[src/rtl/mem_stage_if.sv]
// Execute-side, data-cache and write-back signals of the memory stage.
// The master modport is the stage itself; slave is the surrounding pipeline/cache.
interface mem_stage_if #(
    parameter int REG_SIZE = 32
);
    logic                ex_valid;
    logic                ex_ready;
    logic [4:0]          ex_aluop;
    logic [REG_SIZE-1:0] ex_alu_out;
    logic [REG_SIZE-1:0] ex_store_data;
    logic [4:0]          ex_rd;
    logic                ex_regwrite;
    logic                ex_overflow;
    logic                flush;

    logic                dc_req;
    logic                dc_we;
    logic [REG_SIZE-1:0] dc_addr;
    logic [REG_SIZE-1:0] dc_wdata;
    logic [3:0]          dc_be;
    logic                dc_ack;
    logic [REG_SIZE-1:0] dc_rdata;

    logic                wb_valid;
    logic [REG_SIZE-1:0] wb_data;
    logic [4:0]          wb_rd;
    logic                wb_regwrite;
    logic                wb_exc;
    logic [1:0]          wb_exc_cause;

    modport master (
        input  ex_valid, ex_aluop, ex_alu_out, ex_store_data, ex_rd,
               ex_regwrite, ex_overflow, flush, dc_ack, dc_rdata,
        output ex_ready, dc_req, dc_we, dc_addr, dc_wdata, dc_be,
               wb_valid, wb_data, wb_rd, wb_regwrite, wb_exc, wb_exc_cause
    );

    modport slave (
        output ex_valid, ex_aluop, ex_alu_out, ex_store_data, ex_rd,
               ex_regwrite, ex_overflow, flush, dc_ack, dc_rdata,
        input  ex_ready, dc_req, dc_we, dc_addr, dc_wdata, dc_be,
               wb_valid, wb_data, wb_rd, wb_regwrite, wb_exc, wb_exc_cause
    );
endinterface

[src/rtl/mem_stage.sv]
// Memory-access stage: runs a req/ack data-cache transaction for byte/word loads
// and stores, stalling execute meanwhile; other ops pass to write-back in one cycle.
module mem_stage #(
    parameter int         REG_SIZE  = 32,
    parameter logic [4:0] ALUOP_LDB = 5'd16,
    parameter logic [4:0] ALUOP_LDW = 5'd17,
    parameter logic [4:0] ALUOP_STB = 5'd18,
    parameter logic [4:0] ALUOP_STW = 5'd19
) (
    input logic         clk,
    input logic         rst_n,
    mem_stage_if.master bus
);
    typedef enum logic {IDLE, WAIT} state_e;

    state_e              state_q, state_d;
    logic [REG_SIZE-1:0] addr_q, addr_d, wdata_q, wdata_d;
    logic [3:0]          be_q, be_d;
    logic                we_q, we_d, ldb_q, ldb_d, regwrite_q, regwrite_d, kill_q, kill_d;
    logic [4:0]          rd_q, rd_d;

    logic                wb_valid_q, wb_valid_d, wb_regwrite_q, wb_regwrite_d;
    logic                wb_exc_q, wb_exc_d;
    logic [1:0]          wb_cause_q, wb_cause_d;
    logic [REG_SIZE-1:0] wb_data_q, wb_data_d;
    logic [4:0]          wb_rd_q, wb_rd_d;

    logic is_ldb, is_ldw, is_stb, is_stw, is_mem, misaligned, accept;
    logic [7:0] ld_byte;

    always_comb begin
        is_ldb     = (bus.ex_aluop == ALUOP_LDB);
        is_ldw     = (bus.ex_aluop == ALUOP_LDW);
        is_stb     = (bus.ex_aluop == ALUOP_STB);
        is_stw     = (bus.ex_aluop == ALUOP_STW);
        is_mem     = is_ldb || is_ldw || is_stb || is_stw;
        misaligned = (is_ldw || is_stw) && (bus.ex_alu_out[1:0] != 2'b00);
        accept     = bus.ex_valid && (state_q == IDLE);
        case (addr_q[1:0])
            2'd0:    ld_byte = bus.dc_rdata[7:0];
            2'd1:    ld_byte = bus.dc_rdata[15:8];
            2'd2:    ld_byte = bus.dc_rdata[23:16];
            default: ld_byte = bus.dc_rdata[31:24];
        endcase
    end

    always_ff @(posedge clk) begin
        if (!rst_n) begin
            state_q       <= IDLE;
            addr_q        <= '0;
            wdata_q       <= '0;
            be_q          <= '0;
            we_q          <= 1'b0;
            ldb_q         <= 1'b0;
            regwrite_q    <= 1'b0;
            kill_q        <= 1'b0;
            rd_q          <= '0;
            wb_valid_q    <= 1'b0;
            wb_data_q     <= '0;
            wb_rd_q       <= '0;
            wb_regwrite_q <= 1'b0;
            wb_exc_q      <= 1'b0;
            wb_cause_q    <= '0;
        end else begin
            state_q       <= state_d;
            addr_q        <= addr_d;
            wdata_q       <= wdata_d;
            be_q          <= be_d;
            we_q          <= we_d;
            ldb_q         <= ldb_d;
            regwrite_q    <= regwrite_d;
            kill_q        <= kill_d;
            rd_q          <= rd_d;
            wb_valid_q    <= wb_valid_d;
            wb_data_q     <= wb_data_d;
            wb_rd_q       <= wb_rd_d;
            wb_regwrite_q <= wb_regwrite_d;
            wb_exc_q      <= wb_exc_d;
            wb_cause_q    <= wb_cause_d;
        end
    end

    always_comb begin
        state_d       = state_q;
        addr_d        = addr_q;
        wdata_d       = wdata_q;
        be_d          = be_q;
        we_d          = we_q;
        ldb_d         = ldb_q;
        regwrite_d    = regwrite_q;
        kill_d        = kill_q;
        rd_d          = rd_q;
        wb_valid_d    = 1'b0;
        wb_data_d     = wb_data_q;
        wb_rd_d       = wb_rd_q;
        wb_regwrite_d = wb_regwrite_q;
        wb_exc_d      = wb_exc_q;
        wb_cause_d    = wb_cause_q;
        case (state_q)
            IDLE: begin
                if (accept && !bus.flush) begin
                    if (is_mem && !misaligned) begin
                        state_d    = WAIT;
                        addr_d     = bus.ex_alu_out;
                        rd_d       = bus.ex_rd;
                        regwrite_d = bus.ex_regwrite;
                        ldb_d      = is_ldb;
                        we_d       = is_stb || is_stw;
                        be_d       = (is_ldb || is_stb) ? (4'b0001 << bus.ex_alu_out[1:0]) : 4'hF;
                        wdata_d    = is_stb ? {4{bus.ex_store_data[7:0]}} :
                                     is_stw ? bus.ex_store_data : '0;
                        kill_d     = 1'b0;
                    end else begin
                        wb_valid_d    = 1'b1;
                        wb_data_d     = bus.ex_alu_out;
                        wb_rd_d       = bus.ex_rd;
                        if (misaligned) begin
                            wb_regwrite_d = 1'b0;
                            wb_exc_d      = 1'b1;
                            wb_cause_d    = is_ldw ? 2'd2 : 2'd3;
                        end else begin
                            wb_regwrite_d = bus.ex_regwrite && !bus.ex_overflow;
                            wb_exc_d      = bus.ex_overflow;
                            wb_cause_d    = bus.ex_overflow ? 2'd1 : 2'd0;
                        end
                    end
                end
            end
            WAIT: begin
                // A flush never aborts the cache transaction; it only discards the result.
                if (bus.flush) kill_d = 1'b1;
                if (bus.dc_ack) begin
                    state_d = IDLE;
                    kill_d  = 1'b0;
                    if (!kill_q && !bus.flush) begin
                        wb_valid_d = 1'b1;
                        wb_rd_d    = rd_q;
                        wb_exc_d   = 1'b0;
                        wb_cause_d = 2'd0;
                        if (we_q) begin
                            wb_regwrite_d = 1'b0;
                            wb_data_d     = addr_q;
                        end else begin
                            wb_regwrite_d = regwrite_q;
                            wb_data_d     = ldb_q ? {{(REG_SIZE-8){ld_byte[7]}}, ld_byte} : bus.dc_rdata;
                        end
                    end
                end
            end
            default: state_d = IDLE;
        endcase
    end

    always_comb begin
        bus.ex_ready     = (state_q == IDLE);
        bus.dc_req       = (state_q == WAIT);
        bus.dc_we        = we_q;
        bus.dc_addr      = {addr_q[REG_SIZE-1:2], 2'b00};
        bus.dc_wdata     = wdata_q;
        bus.dc_be        = be_q;
        bus.wb_valid     = wb_valid_q;
        bus.wb_data      = wb_data_q;
        bus.wb_rd        = wb_rd_q;
        bus.wb_regwrite  = wb_regwrite_q;
        bus.wb_exc       = wb_exc_q;
        bus.wb_exc_cause = wb_cause_q;
    end
endmodule
[src/flat_wrapper.sv]
// flat-port wrapper written by rule: the top's interface ports become plain ports
module mem_stage_flat 
#(
    parameter int         REG_SIZE  = 32,
    parameter logic [4:0] ALUOP_LDB = 5'd16,
    parameter logic [4:0] ALUOP_LDW = 5'd17,
    parameter logic [4:0] ALUOP_STB = 5'd18,
    parameter logic [4:0] ALUOP_STW = 5'd19
)
  (clk, rst_n, bus_ex_valid, bus_ex_aluop, bus_ex_alu_out, bus_ex_store_data, bus_ex_rd, bus_ex_regwrite, bus_ex_overflow, bus_flush, bus_dc_ack, bus_dc_rdata, bus_ex_ready, bus_dc_req, bus_dc_we, bus_dc_addr, bus_dc_wdata, bus_dc_be, bus_wb_valid, bus_wb_data, bus_wb_rd, bus_wb_regwrite, bus_wb_exc, bus_wb_exc_cause);
  mem_stage_if #(.REG_SIZE(REG_SIZE)) bus_i ();
  input logic clk;
  input logic rst_n;
  input wire logic [$bits(bus_i.ex_valid)-1:0] bus_ex_valid;
  input wire logic [$bits(bus_i.ex_aluop)-1:0] bus_ex_aluop;
  input wire logic [$bits(bus_i.ex_alu_out)-1:0] bus_ex_alu_out;
  input wire logic [$bits(bus_i.ex_store_data)-1:0] bus_ex_store_data;
  input wire logic [$bits(bus_i.ex_rd)-1:0] bus_ex_rd;
  input wire logic [$bits(bus_i.ex_regwrite)-1:0] bus_ex_regwrite;
  input wire logic [$bits(bus_i.ex_overflow)-1:0] bus_ex_overflow;
  input wire logic [$bits(bus_i.flush)-1:0] bus_flush;
  input wire logic [$bits(bus_i.dc_ack)-1:0] bus_dc_ack;
  input wire logic [$bits(bus_i.dc_rdata)-1:0] bus_dc_rdata;
  output wire logic [$bits(bus_i.ex_ready)-1:0] bus_ex_ready;
  output wire logic [$bits(bus_i.dc_req)-1:0] bus_dc_req;
  output wire logic [$bits(bus_i.dc_we)-1:0] bus_dc_we;
  output wire logic [$bits(bus_i.dc_addr)-1:0] bus_dc_addr;
  output wire logic [$bits(bus_i.dc_wdata)-1:0] bus_dc_wdata;
  output wire logic [$bits(bus_i.dc_be)-1:0] bus_dc_be;
  output wire logic [$bits(bus_i.wb_valid)-1:0] bus_wb_valid;
  output wire logic [$bits(bus_i.wb_data)-1:0] bus_wb_data;
  output wire logic [$bits(bus_i.wb_rd)-1:0] bus_wb_rd;
  output wire logic [$bits(bus_i.wb_regwrite)-1:0] bus_wb_regwrite;
  output wire logic [$bits(bus_i.wb_exc)-1:0] bus_wb_exc;
  output wire logic [$bits(bus_i.wb_exc_cause)-1:0] bus_wb_exc_cause;
  assign bus_i.ex_valid = bus_ex_valid;
  assign bus_i.ex_aluop = bus_ex_aluop;
  assign bus_i.ex_alu_out = bus_ex_alu_out;
  assign bus_i.ex_store_data = bus_ex_store_data;
  assign bus_i.ex_rd = bus_ex_rd;
  assign bus_i.ex_regwrite = bus_ex_regwrite;
  assign bus_i.ex_overflow = bus_ex_overflow;
  assign bus_i.flush = bus_flush;
  assign bus_i.dc_ack = bus_dc_ack;
  assign bus_i.dc_rdata = bus_dc_rdata;
  assign bus_ex_ready = bus_i.ex_ready;
  assign bus_dc_req = bus_i.dc_req;
  assign bus_dc_we = bus_i.dc_we;
  assign bus_dc_addr = bus_i.dc_addr;
  assign bus_dc_wdata = bus_i.dc_wdata;
  assign bus_dc_be = bus_i.dc_be;
  assign bus_wb_valid = bus_i.wb_valid;
  assign bus_wb_data = bus_i.wb_data;
  assign bus_wb_rd = bus_i.wb_rd;
  assign bus_wb_regwrite = bus_i.wb_regwrite;
  assign bus_wb_exc = bus_i.wb_exc;
  assign bus_wb_exc_cause = bus_i.wb_exc_cause;
  mem_stage #(.REG_SIZE(REG_SIZE), .ALUOP_LDB(ALUOP_LDB), .ALUOP_LDW(ALUOP_LDW), .ALUOP_STB(ALUOP_STB), .ALUOP_STW(ALUOP_STW)) u_core (.clk(clk), .rst_n(rst_n), .bus(bus_i));
endmodule
[config.mk]
export PLATFORM = sky130hd
export DESIGN_NAME = mem_stage_flat
export DESIGN_NICKNAME = d
export VERILOG_FILES = /design/src/rtl/mem_stage_if.sv /design/src/rtl/mem_stage.sv /design/src/flat_wrapper.sv
export SDC_FILE = /design/constraint.sdc
export NUM_CORES = 1
export LEC_CHECK = 0
export ABC_AREA = 1
export CAP_MARGIN = 20
export CORE_MARGIN = 5
export CORE_UTILIZATION = 40
export DETAILED_ROUTE_END_ITERATION = 10
export DONT_BUFFER_PORTS = 1
export REMOVE_ABC_BUFFERS = 1
export SETUP_SLACK_MARGIN = 0.4
export SYNTH_ARGS = -nofsm -noshare
export SYNTH_HDL_FRONTEND = slang
export SYNTH_SLANG_ARGS = --single-unit
[constraint.sdc]
create_clock -name clk -period 2.1 [get_ports clk]
set_clock_uncertainty 0.1 [all_clocks]
set_input_delay 0.21 -clock clk [delete_from_list [all_inputs] [get_ports clk]]
set_output_delay 0.21 -clock clk [all_outputs]
set_load 0.03 [all_outputs]
==> impl_metrics.csv, run 1 <==
group,metric,value,unit
yosys,yosysWarningCount,0,
cts,clk-insertion-delay-late,420,ps
yosys,yosys.area_share.adder,0,
cells_and_area,fin_cells,1118,
placed_design,dp.cells,1005,
worst_setup_path,rrSetupSlack,430,ps
cells_and_area,drive_gt1_frac,0.0968,
yosys,post_synth_num_cell_types,29,
worst_hold_path,hp-start,"rst_n",
floorplanning,start_util,0.403,
power,peakVddDrop,0.565,mV
worst_setup_path,worst_ep_required_time,2290,ps
placed_design,port_buffers,0,
worst_setup_path,worstPathCellList,"inv_2, nand3_2, inv_2, nand3_4, buf_4, a21oi_1, a21oi_1",
worst_setup_path,r2r.worst_path.cells,7,
floorplanning,die_h,133,um
cts,cts_tree,"done",
cts,path_clk_slew,60,ps
worst_setup_path,startpoint_type,"flip-flop",
worst_setup_path,crit_fanout,8,
yosys,synthMuxAreaShare,0,
floorplanning,die_x,133,um
worst_setup_path,cp_num_cells,7,
cells_and_area,final_area,7410,um^2
placed_design,routabilityCongestion,0.776,
cts,cts_sinks,120,
cells_and_area,nets,1030,
power,powerDensity,830,nW/um^2
worst_setup_path,cp_top_family,"buffers and inverters",
worst_setup_path,r2r_end,"u_core.bus.dc_wdata[12]",
placed_design,dp_hpwl,13400,um
sta,setup_viol,0,
run_status,outcome,"finished, violations left",
yosys,synthDominantCellAreaShare,0.397,
sta,rsz0062_at_grt,"yes",
sta,finalCritPeriodShare,0.793,
yosys,ys_seq_area_frac,0.397,
cts,htree_num_levels,4,
yosys,synth_compound_area_frac,0.204,
yosys,synth_top_family_by_area,"simple AND/OR/NAND/NOR gates",
yosys,yosys-top-cells-count,"nand2_1, nor2_1, dfxtp_1",
worst_setup_path,cpPeakStageDelay,330,ps
power,total_power,6.15,mW
worst_hold_path,hold_class,"in -> reg",
yosys,ys_top_cells_by_area,"dfxtp_1, nand2_1, nor2_1",
cells_and_area,antenna_cells,0,
placed_design,placed_area,5960,um^2
worst_setup_path,rr_startpoint,"u_core.bus.dc_req",
worst_hold_path,whs_endpoint,"u_core.bus.wb_data[27]",
worst_setup_path,cp_num_buf_inv,3,
cells_and_area,n_fill_cell,1496,
sta,fin_tns_setup,0,ps
yosys,synthFlopType,"dfxtp_1",
sta,whs,-180,ps
worst_hold_path,whs_path_depth,2,
yosys,synth-simple-area-share,0.295,
global_routing,grt_pass1_wl,32300,um
drt,drt_pass1_iterations,5,
global_routing,track_usage,0.232,
yosys,syn_area_per_cell,6.81,um^2
run_status,violations,"hold timing",
global_routing,grt_max_degree,104,
yosys,synth_area,6050,um^2
power,leakagePower,3.08,nW
global_routing,grt_pass1_vias,5644,
sta,min_period,1670,ps
flow_run,maxCapViolations,0,
drt,vias,5947,
yosys,synthCells,889,
drt,drt_iter0_markers,360,
cts,cts_buffers,17,
cts,max-clock-path-buffers,2,
yosys,synth-edff-count,0,
sta,drv_slew,0,
worst_setup_path,crit_type,"reg -> reg",
yosys,synth_most_common_cell,"nand2_1",
yosys,synth-seq-cells,120,
floorplanning,rows,45,
floorplanning,coreArea,15000,um^2
worst_setup_path,cp.arrival,1860,ps
sta,hold_violations,102,
floorplanning,die-area,17700,um^2
sta,fmax,0.601,GHz
global_routing,overflow,0,
global_routing,antenna_found_initial,0,
drt,drtAntennaViolNets,0,
worst_setup_path,worst_setup_path_end_kind,"flip-flop",
yosys,synth_area_leader_cell,"dfxtp_1",
drt,wl_per_cell,19.3,um
drt,drt-total-wl,21600,um
cells_and_area,synthToLayoutAreaGrowth,22.4,%
worst_setup_path,slowest_stage,"dfxtp_2",
drt,drc,0,
yosys,async_flop_share,0,
drt,via_per_inst,5.32,
cts,clock-root-buffer,"clkbuf_16",
floorplanning,io_pins,226,
yosys,synth_xor_area_frac,0,
==> registers in the layout, summed over array words and instances (netlist names) <==
| register | count |
|---|---|
| u_core.rd_q | 5 |
| u_core.bus.wb_data | 32 |
| u_core.bus.wb_regwrite | 1 |
| u_core.regwrite_q | 1 |
| u_core.kill_q | 1 |
| u_core.bus.dc_be | 4 |
| u_core.bus.wb_valid | 1 |
| u_core.bus.wb_rd | 5 |
| u_core.bus.wb_exc_cause | 2 |
| u_core.bus.dc_req | 1 |
| u_core.addr_q | 32 |
| u_core.bus.wb_exc | 1 |
| u_core.ldb_q | 1 |
| u_core.bus.dc_we | 1 |
| u_core.bus.dc_wdata | 32 |
==> cell type report <==
class	instances	area [um^2]	area share
multi-input combinational	650	3080	0.416
inverter	29	109	0.0147
clock buffer	25	495	0.0669
timing repair buffer	99	967	0.131
clock inverter	7	115	0.0155
sequential	120	2410	0.325
tap	188	235	0.0317
==> logic make-up (layout without fill, tap and decap cells) <==
logic type | after synthesis | after routing
other cells | 1 | 2
simple gates | 404 | 407
buf+inv | 123 | 160
compound gates | 241 | 241
flops | 120 | 120
==> worst max-delay path by stage <==
stage	end	slack, ps	startpoint
after floorplan	u_core.bus.wb_rd[0]	-900	u_core.bus.dc_req
after global placement	u_core.bus.wb_rd[1]	350	u_core.bus.dc_req
after detailed placement	u_core.bus.wb_rd[4]	330	u_core.bus.dc_req
after CTS	u_core.addr_q[0]	410	u_core.bus.dc_req
after global routing	u_core.bus.dc_wdata[12]	360	u_core.bus.dc_req
final	u_core.bus.dc_wdata[12]	430	u_core.bus.dc_req
==> routing by layer <==
metal | global-route usage | wire length, um
met1 | 0.278 | 8820
met2 | 0.374 | 10100
met3 | 0.107 | 2410
met4 | 0.0687 | 289
met5 | 0 | 0
==> layout by cell type, fill, tap and decap left out, types with 2 or more instances in the layout <==
| cell | instances |
|---|---|
| a21oi_1 | 115 |
| dfxtp_1 | 116 |
| nand2_4 | 4 |
| bufinv_16 | 3 |
| clkbuf_8 | 4 |
| nand3_2 | 2 |
| o21ai_1 | 7 |
| nor2_1 | 159 |
| clkinvlp_4 | 2 |
| nand4_1 | 2 |
| dlygate4sd3_1 | 70 |
| nand2_1 | 171 |
| nor2_4 | 4 |
| o21ai_0 | 112 |
| a21oi_2 | 7 |
| clkinv_2 | 2 |
| inv_1 | 24 |
| clkbuf_1 | 4 |
| inv_2 | 4 |
| clkbuf_16 | 17 |
| buf_4 | 23 |
| nand3b_1 | 32 |
| buf_12 | 3 |
| buf_6 | 3 |
| dfxtp_2 | 4 |
| nand3_1 | 23 |
| nand2_8 | 2 |
| nand3_4 | 2 |
| nor3_1 | 2 |
| conb_1 | 2 |
==> power by group <==
group	internal [mW]	switching, mW	leakage (nW)
clock	1.99	1.06	0.293
sequential	2.36	0.221	0.978
combinational	0.241	0.268	1.81
==> what timing repair did <==
| action | 4_1_cts | 5_1_grt |
|---|---|---|
| endpoints found under the hold margin | 116 | 102 |
| pin swaps | 1 | 4 |
| setup buffers | 0 | 8 |
| gates cloned | 1 | 2 |
| gates resized for setup | 3 | 5 |
| hold buffers | 68 | 2 |
| endpoints found under the setup margin | 79 | 72 |
==> stage by stage <==
stage                util  setup slack (ps)
detailed placement  0.396               332
global route        0.493               359
finish              0.493               435
CTS                 0.484               410
floorplan               -              -904
global placement    0.396               354
Note: power is estimated with default switching activity, not from simulation.
==> inputs of run 2 (changes only) <==
clock period = 1.7 ns   (was 2.1 ns; I/O delays follow)
==> run 2 against run 1 <==
  * The flow still finishes with violations (hold timing)
  * Flip-flop and latch count is the same
  * First-iteration DRC count grew 18%
  * Combinational power grew 55%
  * Final cell count grew 3.8%
==> impl_metrics.csv, run 2 (synthesis gave the netlist of run 1 again) <==
group,metric,value,unit
cells_and_area,final_common_cell,"nand2_1",
floorplanning,die_h,133,um
cells_and_area,final_core_util,0.570,
drt,drt-total-wl,24300,um
worst_setup_path,rrSetupSlack,190,ps
placed_design,placed_area,6140,um^2
cts,cts_tree,"done",
sta,rsz0062_at_grt,"yes",
power,powerDensity,856,nW/um^2
worst_hold_path,hp-start,"rst_n",
drt,via_per_inst,5.41,
drt,wl_per_cell,21.0,um
drt,drt_pass1_iterations,5,
sta,hold_violations,104,
drt,drt_iter0_markers,425,
global_routing,antenna_found_initial,1,
cts,cts_sinks,120,
floorplanning,coreArea,15000,um^2
worst_setup_path,startpoint_type,"flip-flop",
cts,clk-insertion-delay-late,410,ps
run_status,violations,"hold timing",
cts,max-clock-path-buffers,2,
drt,vias,6281,
flow_run,maxCapViolations,0,
floorplanning,die_x,133,um
cells_and_area,final_area,8570,um^2
cells_and_area,final_cell_mix,"nand2_1, nor2_1, dfxtp_1, a21oi_1, o21ai_0",
global_routing,overflow,0,
worst_setup_path,worst_setup_path_end_kind,"flip-flop",
power,peakVddDrop,0.670,mV
worst_setup_path,rr_startpoint,"u_core.bus.dc_req",
floorplanning,io_pins,226,
worst_hold_path,hold_class,"in -> reg",
cells_and_area,drive_gt1_frac,0.214,
worst_hold_path,whs_path_depth,2,
cells_and_area,synthToLayoutAreaGrowth,41.6,%
floorplanning,die-area,17700,um^2
worst_hold_path,whs_endpoint,"u_core.bus.wb_data[27]",
sta,min_period,1510,ps
drt,drc,0,
placed_design,dp_hpwl,13500,um
cells_and_area,seqCellArea,2420,um^2
cells_and_area,multi_input_area,3410,um^2
floorplanning,rows,45,
sta,whs,-209,ps
worst_setup_path,crit_type,"reg -> reg",
cts,htree_num_levels,4,
cells_and_area,antenna_cells,0,
sta,finalCritPeriodShare,0.890,
worst_setup_path,r2r_end,"u_core.bus.dc_wdata[26]",
drt,drtAntennaViolNets,0,
cells_and_area,n_fill_cell,1356,
cts,cts_buffers,17,
worst_setup_path,crit_fanout,7,
worst_setup_path,r2r.worst_path.cells,8,
cts,clock-root-buffer,"clkbuf_16",
global_routing,grt_max_degree,104,
placed_design,routabilityCongestion,0.802,
run_status,outcome,"finished, violations left",
sta,fmax,0.661,GHz
sta,drv_slew,0,
cts,path_clk_slew,60,ps
power,leakagePower,3.51,nW
floorplanning,start_util,0.403,
sta,setup_viol,0,
global_routing,track_usage,0.243,
global_routing,grt_pass1_wl,34100,um
worst_setup_path,cp.arrival,1750,ps
power,total_power,7.34,mW
global_routing,grt_pass1_vias,6034,
cells_and_area,nets,1074,
placed_design,port_buffers,0,
worst_setup_path,worst_ep_required_time,1940,ps
## run 2: where the power goes
part	internal, mW	total, mW	switching (mW)
Sequential	2.91	3.18	0.262
Clock	2.06	3.37	1.31
Combinational	0.395	0.793	0.398
Total	5.36	7.34	1.97
## run 2: final cells by class
| type | count | share of cell area |
|---|---|---|
| Tap cell | 188 | 0.0274 |
| Sequential cell | 120 | 0.282 |
| Clock inverter | 9 | 0.00905 |
| Clock buffer | 21 | 0.0537 |
| Multi-Input combinational cell | 649 | 0.397 |
| Timing Repair Buffer | 144 | 0.214 |
| Inverter | 29 | 0.0165 |
## run 2: critical path: stages (launching register included)
cell and delay (ps):
dfxtp_4 370, clkinv_8 50, nand3_4 100, buf_6 140, nor2_4 140, buf_12 170, clkbuf_16 160, o21ai_2 60
a21oi_2 140
## run 2: worst max path at each step
stage / start / cells after the start / endpoint / slack, ps
after floorplan: u_core.bus.dc_req / 5 / u_core.bus.wb_rd[0] / -1300
after global placement: u_core.bus.dc_req / 6 / u_core.bus.dc_be[1] / 150
after detailed placement: u_core.bus.dc_req / 7 / u_core.bus.dc_wdata[24] / 140
after CTS: u_core.bus.dc_req / 2 / bus_ex_ready / 250
after global routing: u_core.bus.dc_req / 8 / u_core.bus.dc_wdata[26] / 130
final: u_core.bus.dc_req / 8 / u_core.bus.dc_wdata[26] / 190
## run 2: repair_timing
item	in CTS	in global routing
hold buffers	68	1
endpoints found under the hold margin	119	104
resized for setup	74	107
pin swaps	17	15
setup buffers	12	8
endpoints found under the setup margin	120	123
gates cloned	6	14
## run 2: per-layer routing
layer  global-route usage  share of wire
met1                0.280           0.39
met2                0.411           0.48
met3                0.109           0.12
met4               0.0595          0.013
met5                    0         0.0010
## run 2: stage by stage
step	hold WS [ps]	setup TNS, ps	std cells	setup WS, ps
floorplan	196	-125210	796	-1300
global placement	205	0	1021	148
detailed placement	212	0	1021	142
CTS	-235	0	1137	250
global route	-218	0	1160	130
finish	-209	0	1160	186
==> inputs of run 3 (changes only) <==
PLACE_DENSITY = 0.5   (was default)
SLEW_MARGIN = 10   (was default)
==> run 3 against run 2 <==
  * Global-route usage decreased by 1.1 points
  * Die area did not move
  * Largest power group unchanged
  * The flow still finishes with violations (hold timing)
  * Power increased by 2.7%
  * Highest routed layer is now met4
  * Flip-flop and latch count unchanged
==> impl_metrics.csv, run 3 (synthesis gave the netlist of run 1 again) <==
group,metric,value,unit
worst_hold_path,hold_class,"in -> reg",
sta,setup_viol,0,
run_status,outcome,"finished, violations left",
drt,drt_pass1_iterations,4,
worst_setup_path,cp.arrival,1680,ps
global_routing,grt_pass1_wl,32500,um
floorplanning,io_pins,226,
floorplanning,start_util,0.403,
cells_and_area,synthToLayoutAreaGrowth,38.8,%
power,total_power,7.53,mW
global_routing,track_usage,0.232,
drt,vias,6186,
placed_design,dp.cells,1024,
sta,min_period,1470,ps
worst_hold_path,hp-start,"rst_n",
cells_and_area,drive_gt1_frac,0.203,
power,leakagePower,3.54,nW
placed_design,routabilityCongestion,0.888,
global_routing,grt_pass1_vias,5850,
cts,cts_buffers,17,
worst_setup_path,worst_ep_required_time,1910,ps
sta,drv_slew,0,
cts,cts_tree,"done",
drt,drt_iter0_markers,422,
global_routing,grt_max_degree,104,
sta,fmax,0.680,GHz
floorplanning,rows,45,
floorplanning,coreArea,15000,um^2
floorplanning,die-area,17700,um^2
global_routing,antenna_found_initial,0,
cells_and_area,fin_cells,1146,
worst_setup_path,crit_fanout,9,
drt,drc,0,
cts,clk-insertion-delay-late,420,ps
cts,cts_sinks,120,
cts,path_clk_slew,60,ps
drt,drt-total-wl,22800,um
drt,wl_per_cell,19.9,um
placed_design,port_buffers,0,
placed_design,dp_hpwl,13700,um
cts,clock-root-buffer,"clkbuf_16",
floorplanning,die_x,133,um
floorplanning,die_h,133,um
sta,rsz0062_at_grt,"yes",
drt,via_per_inst,5.40,
power,powerDensity,897,nW/um^2
worst_setup_path,rr_startpoint,"u_core.bus.dc_req",
worst_setup_path,startpoint,"u_core.bus.dc_req",
worst_setup_path,worst_setup_path_end_kind,"flip-flop",
cells_and_area,antenna_cells,0,
cts,max-clock-path-buffers,2,
cells_and_area,final_cell_mix,"nand2_1, nor2_1, dfxtp_1, o21ai_0, a21oi_1",
sta,hold_violations,104,
sta,worst_pin_slew,918,ps
drt,drtAntennaViolNets,0,
worst_setup_path,crit_type,"reg -> reg",
power,peakVddDrop,0.667,mV
worst_setup_path,startpoint_type,"flip-flop",
cells_and_area,nets,1059,
sta,max_slew_margin,0.387,
sta,whs,-219,ps
flow_run,maxCapViolations,0,
run_status,violations,"hold timing",
cells_and_area,final_common_cell,"nand2_1",
sta,finalCritPeriodShare,0.865,
cts,htree_num_levels,4,
cells_and_area,final_core_util,0.559,
global_routing,overflow,0,
-- run 3: cell count changes in the layout (fill, tap and decap cells not counted), moves of 9 or more --
cell     change
a21oi_1     +12
a21oi_2     -18
buf_12       -9
buf_4       +10
nand2_1     -17
nand2_4     +19
nor2_1      -26
nor2_2      +10
nor2_4      +15
o21ai_0     +30
o21ai_2     -25
-- run 3: per-layer routing --
metal	routed length, um	up-vias	global-route usage
li1	-	2994	-
met4	509	0	0.0751
met3	2200	44	0.0947
met5	0	-	0
met2	11200	255	0.399
met1	8840	2893	0.260
-- run 3: cell type report --
cell class,count,area (um^2)
multi-input cells,647,3550
inverters,29,149
fillers,1363,6630
flip-flops and latches,120,2410
clock buffers,23,468
repair buffers,131,1490
clock inverters,8,97.6
well taps,188,235
-- run 3: final timing paths --
path,end,slack [ps],depth (start not counted)
min,u_core.bus.wb_data[29],-220,2
max,u_core.bus.wb_rd[3],230,9
min reg2reg,u_core.rd_q[1],350,2
max reg2reg,u_core.bus.wb_rd[3],230,9
-- run 3: repair_timing --
action | CTS | global route
setup endpoints to repair | 123 | 122
hold endpoints to repair | 119 | 104
setup buffers | 1 | 9
hold buffers | 66 | 3
pin swaps | 1 | 52
resized for setup | 27 | 145
gates cloned | 1 | 11
-- run 3: critical path, cell delays in order (launching register included) --
cell and delay [ps]:
dfxtp_4 390, clkinv_8 60, nand3_4 90, inv_6 60
nand2_8 80, nand2_8 110, buf_16 170, buf_4 130
o21ai_1 110, nor2_1 50
-- run 3: power by group --
part | leakage (nW) | switching (mW) | internal, mW | total (mW)
Clock | 0.269 | 1.32 | 2.22 | 3.54
Sequential | 0.979 | 0.252 | 2.92 | 3.17
Combinational | 2.29 | 0.442 | 0.384 | 0.826
Total | 3.54 | 2.02 | 5.52 | 7.53
-- run 3: through the flow --
step                cell area, um^2  worst slack, ps  setup TNS (ps)  hold slack (ps)
floorplan                      5540            -1300         -125210              196
CTS                            7530              257               0             -226
global placement               6150              163               0              206
global route                   8400              173               0             -237
finish                         8400              230               0             -219
detailed placement             6150              101               0              213
==> RTL edit, RTL diff (flow settings as in run 1) <==
Make the reset (`rst_n`) asynchronous in one clocked block.
--- a/src/rtl/mem_stage.sv
+++ b/src/rtl/mem_stage.sv
@@ -44,7 +44,7 @@
         endcase
     end
 
-    always_ff @(posedge clk) begin
+    always_ff @(posedge clk or negedge rst_n) begin
         if (!rst_n) begin
             state_q       <= IDLE;
             addr_q        <= '0;
Behaviour: differs if rst_n is asserted again (counterexample within 4 cycles, from zero or initial values and one cycle with rst_n low); with rst_n held inactive, the same outputs for 4 cycles.
==> RTL edit against run 1 <==
  * The run still ends with negative hold slack left
  * Sequential cell count did not move
  * Worst hold slack got worse by 430 ps
  * First-iteration DRC count fell by 11%
  * Wire length fell by 5.0%
  * Setup slack improved by 35 ps
  * Synthesized area rose by 5.7%
  * Design area rose by 8.2%
  * Critical path type is now flip-flop to output pin
  * Largest cell class is now sequential cells
Power is not compared: it rests on default switching activity, and its combinational part moved more than twofold at a synthesized area within 25%.
==> RTL edit: results (changes against run 1) <==
| Metric | Value |
|---|---|
| Crit-path max FO | 28 (+20) |
| Global-route usage over all layers | 22.4% (-0.84 points) |
| Number of global-route vias before repair | 5971 (+5.8%) |
| Non-filler instance count after layout | 1156 (+3.4%) |
| Violated checks | negative hold slack |
| Number of buffers inserted for hold repair after clock tree synthesis | 104 (+53%) |
| Proportion of synthesized chip area in sequential cells | 46.9% (+7.2 points) |
| Post-Route WL | 20.5 mm (-5.0%) |
| Area contributors post-synth | sky130_fd_sc_hd__dfrtp_1 (47%), sky130_fd_sc_hd__nor2_1 (11%), sky130_fd_sc_hd__nand2_1 (9.6%) |
| DR WL met3 | 2.21 mm (-8.5%) |
| Input/output buffers | 0 (unchanged) |
| Slowest stage delay, CP | 420 ps (+90 ps) |
| Via Count | 5864 (-1.4%) |
| Routability congestion estimate from global placement | 0.784 (+1.1%) |
| CP arrival | 1320 ps (-540 ps) |
| Met1 routed wirelength after detailed routing | 8.56 mm (-2.9%) |
| Async set-reset flop share out of synthesis | 100% (+100 points) |
| Critical R2R Launch | u_core.bus.dc_req |
| Worst hold-check path type | primary input to asynchronous set/reset pin |
| Register-to-register setup slack | 540 ps (+110 ps) |
| Synth Instances | 861 (-3.1%) |
| Most frequent cells after synthesis | sky130_fd_sc_hd__nor2_1 (183), sky130_fd_sc_hd__nand2_1 (164), sky130_fd_sc_hd__dfrtp_1 (120), sky130_fd_sc_hd__nand3_1 (86), sky130_fd_sc_hd__a21oi_1 (72) |
| Largest delay share family, worst path | buffers and inverters |
| Status | finished, violations left |
| Worst Hold Margin | -613 ps (-433 ps) |
| Largest net degree at the start of global routing | 121 (+16%) |
| Final hold violations | 120 (+18%) |
| Library cells used by synthesis | 22 (-24%) |
| Fraction of layout cells with a size suffix above 1 | 8.51% (-1.2 points) |
| Number of nets in the layout | 1040 (+0.97%) |
| Endpoint of the worst register-to-register path | u_core.bus.wb_data[26] |
| Maximum clock insertion buffer count | 2 (unchanged) |
| Lkg Pwr | 3.71 nW |
| Total met2 wirelength after detailed routing | 9.34 mm (-7.3%) |
| Iteration-0 DRC count of the detailed router | 322 (-11%) |
| Number of cells after detailed placement | 1015 (+1.0%) |
| DP HPWL | 13.4 mm (+0.20%) |
| Skew-Pair Late Insertion Delay | 430 ps |
| First-pass GRT wire length | 32.3 mm (-0.21%) |
| Cell type of the slowest stage on the worst timing path | sky130_fd_sc_hd__dfrtp_2 |
| Depth of the CTS H-tree | 4 (unchanged) |
| Most frequently used flop master after synthesis | sky130_fd_sc_hd__dfrtp_1 |
| Worst IR Drop VDD | 0.565 mV |
| Setup slack after placement | 253 ps (-79.0 ps) |
RTL edit: changes by cell type after synthesis, sizes merged, moves of 2 or more:
cell,delta
nand3,+62
nand2,-8
dfrtp,+120
o21ai,-57
o21a,+24
buf,+13
nand3b,-32
nor2,+19
clkbuf,-21
nand4,-2
dfxtp,-120
a21oi,-48
inv,+25
RTL edit: what timing repair did:
| action | 4_1_cts | 5_1_grt |
|---|---|---|
| buffers inserted | 0 | 4 |
| hold endpoints to repair | 236 | 120 |
| pin swaps | 0 | 2 |
| setup endpoints to repair | 34 | 63 |
| resized for setup | 4 | 11 |
| gates cloned | 0 | 1 |
RTL edit: power by group:
group	total [mW]	internal, mW	switching (mW)
Sequential	4.11	2.78	1.33
Clock	2.62	1.52	1.10
Combinational	1.55	0.681	0.864
Total	8.28	4.98	3.29
RTL edit: per-stage QoR:
| stage | total power, mW | area, µm² | hold slack (ps) |
|---|---|---|---|
| 5_1_grt | 8.72 | 8020 | -634 |
| 3_5_place_dp | 5.50 | 6350 | -183 |
| 2_1_floorplan | 4.98 | 5870 | -186 |
| 3_3_place_gp | 5.48 | 6350 | -182 |
| 6_report | 8.28 | 8020 | -613 |
| 4_1_cts | 8.30 | 7930 | -636 |
RTL edit: cell type report:
| class | count | area (µm²) |
|---|---|---|
| clock buffers | 19 | 443 |
| clock inverters | 13 | 82.6 |
| fillers | 1570 | 7750 |
| inverters | 53 | 206 |
| multi-input cells | 603 | 2690 |
| flip-flops and latches | 120 | 3010 |
| well taps | 216 | 270 |
| repair buffers | 132 | 1320 |
RTL edit: worst max path at each step:
stage	slack (ps)	endpoint	cells past startpoint
after detailed placement	250	u_core.bus.wb_data[29]	7
after global routing	420	u_core.bus.wb_data[27]	9
after CTS	400	u_core.bus.wb_data[10]	8
final	470	bus_ex_ready	2
after floorplan	-1890	u_core.bus.dc_wdata[10]	7
after global placement	340	u_core.bus.wb_data[29]	7
RTL edit: routing by layer:
metal  vias to the layer above  track usage (%)
li1                       2856                -
met1                      2720             28.6
met2                       252             35.0
met3                        36             7.96
met4                         0             8.01
met5                         -                0
RTL edit: cells by family after synthesis:
kind of cell,synth area share (%)
AOI/OAI and AO/OA,13.6
buffers and inverters,11.4
DFF,46.9
other,0.0586
and+or+nand+nor,28.0
RTL edit: worst register-to-register path, stage by stage, from the launching register on:
cell and delay (ps):
sky130_fd_sc_hd__dfrtp_2 420, sky130_fd_sc_hd__inv_2 80, sky130_fd_sc_hd__buf_4 190, sky130_fd_sc_hd__nand3_2 120, sky130_fd_sc_hd__nand2_4 160, sky130_fd_sc_hd__buf_6 200, sky130_fd_sc_hd__nor2_1 70, sky130_fd_sc_hd__a21oi_1 150
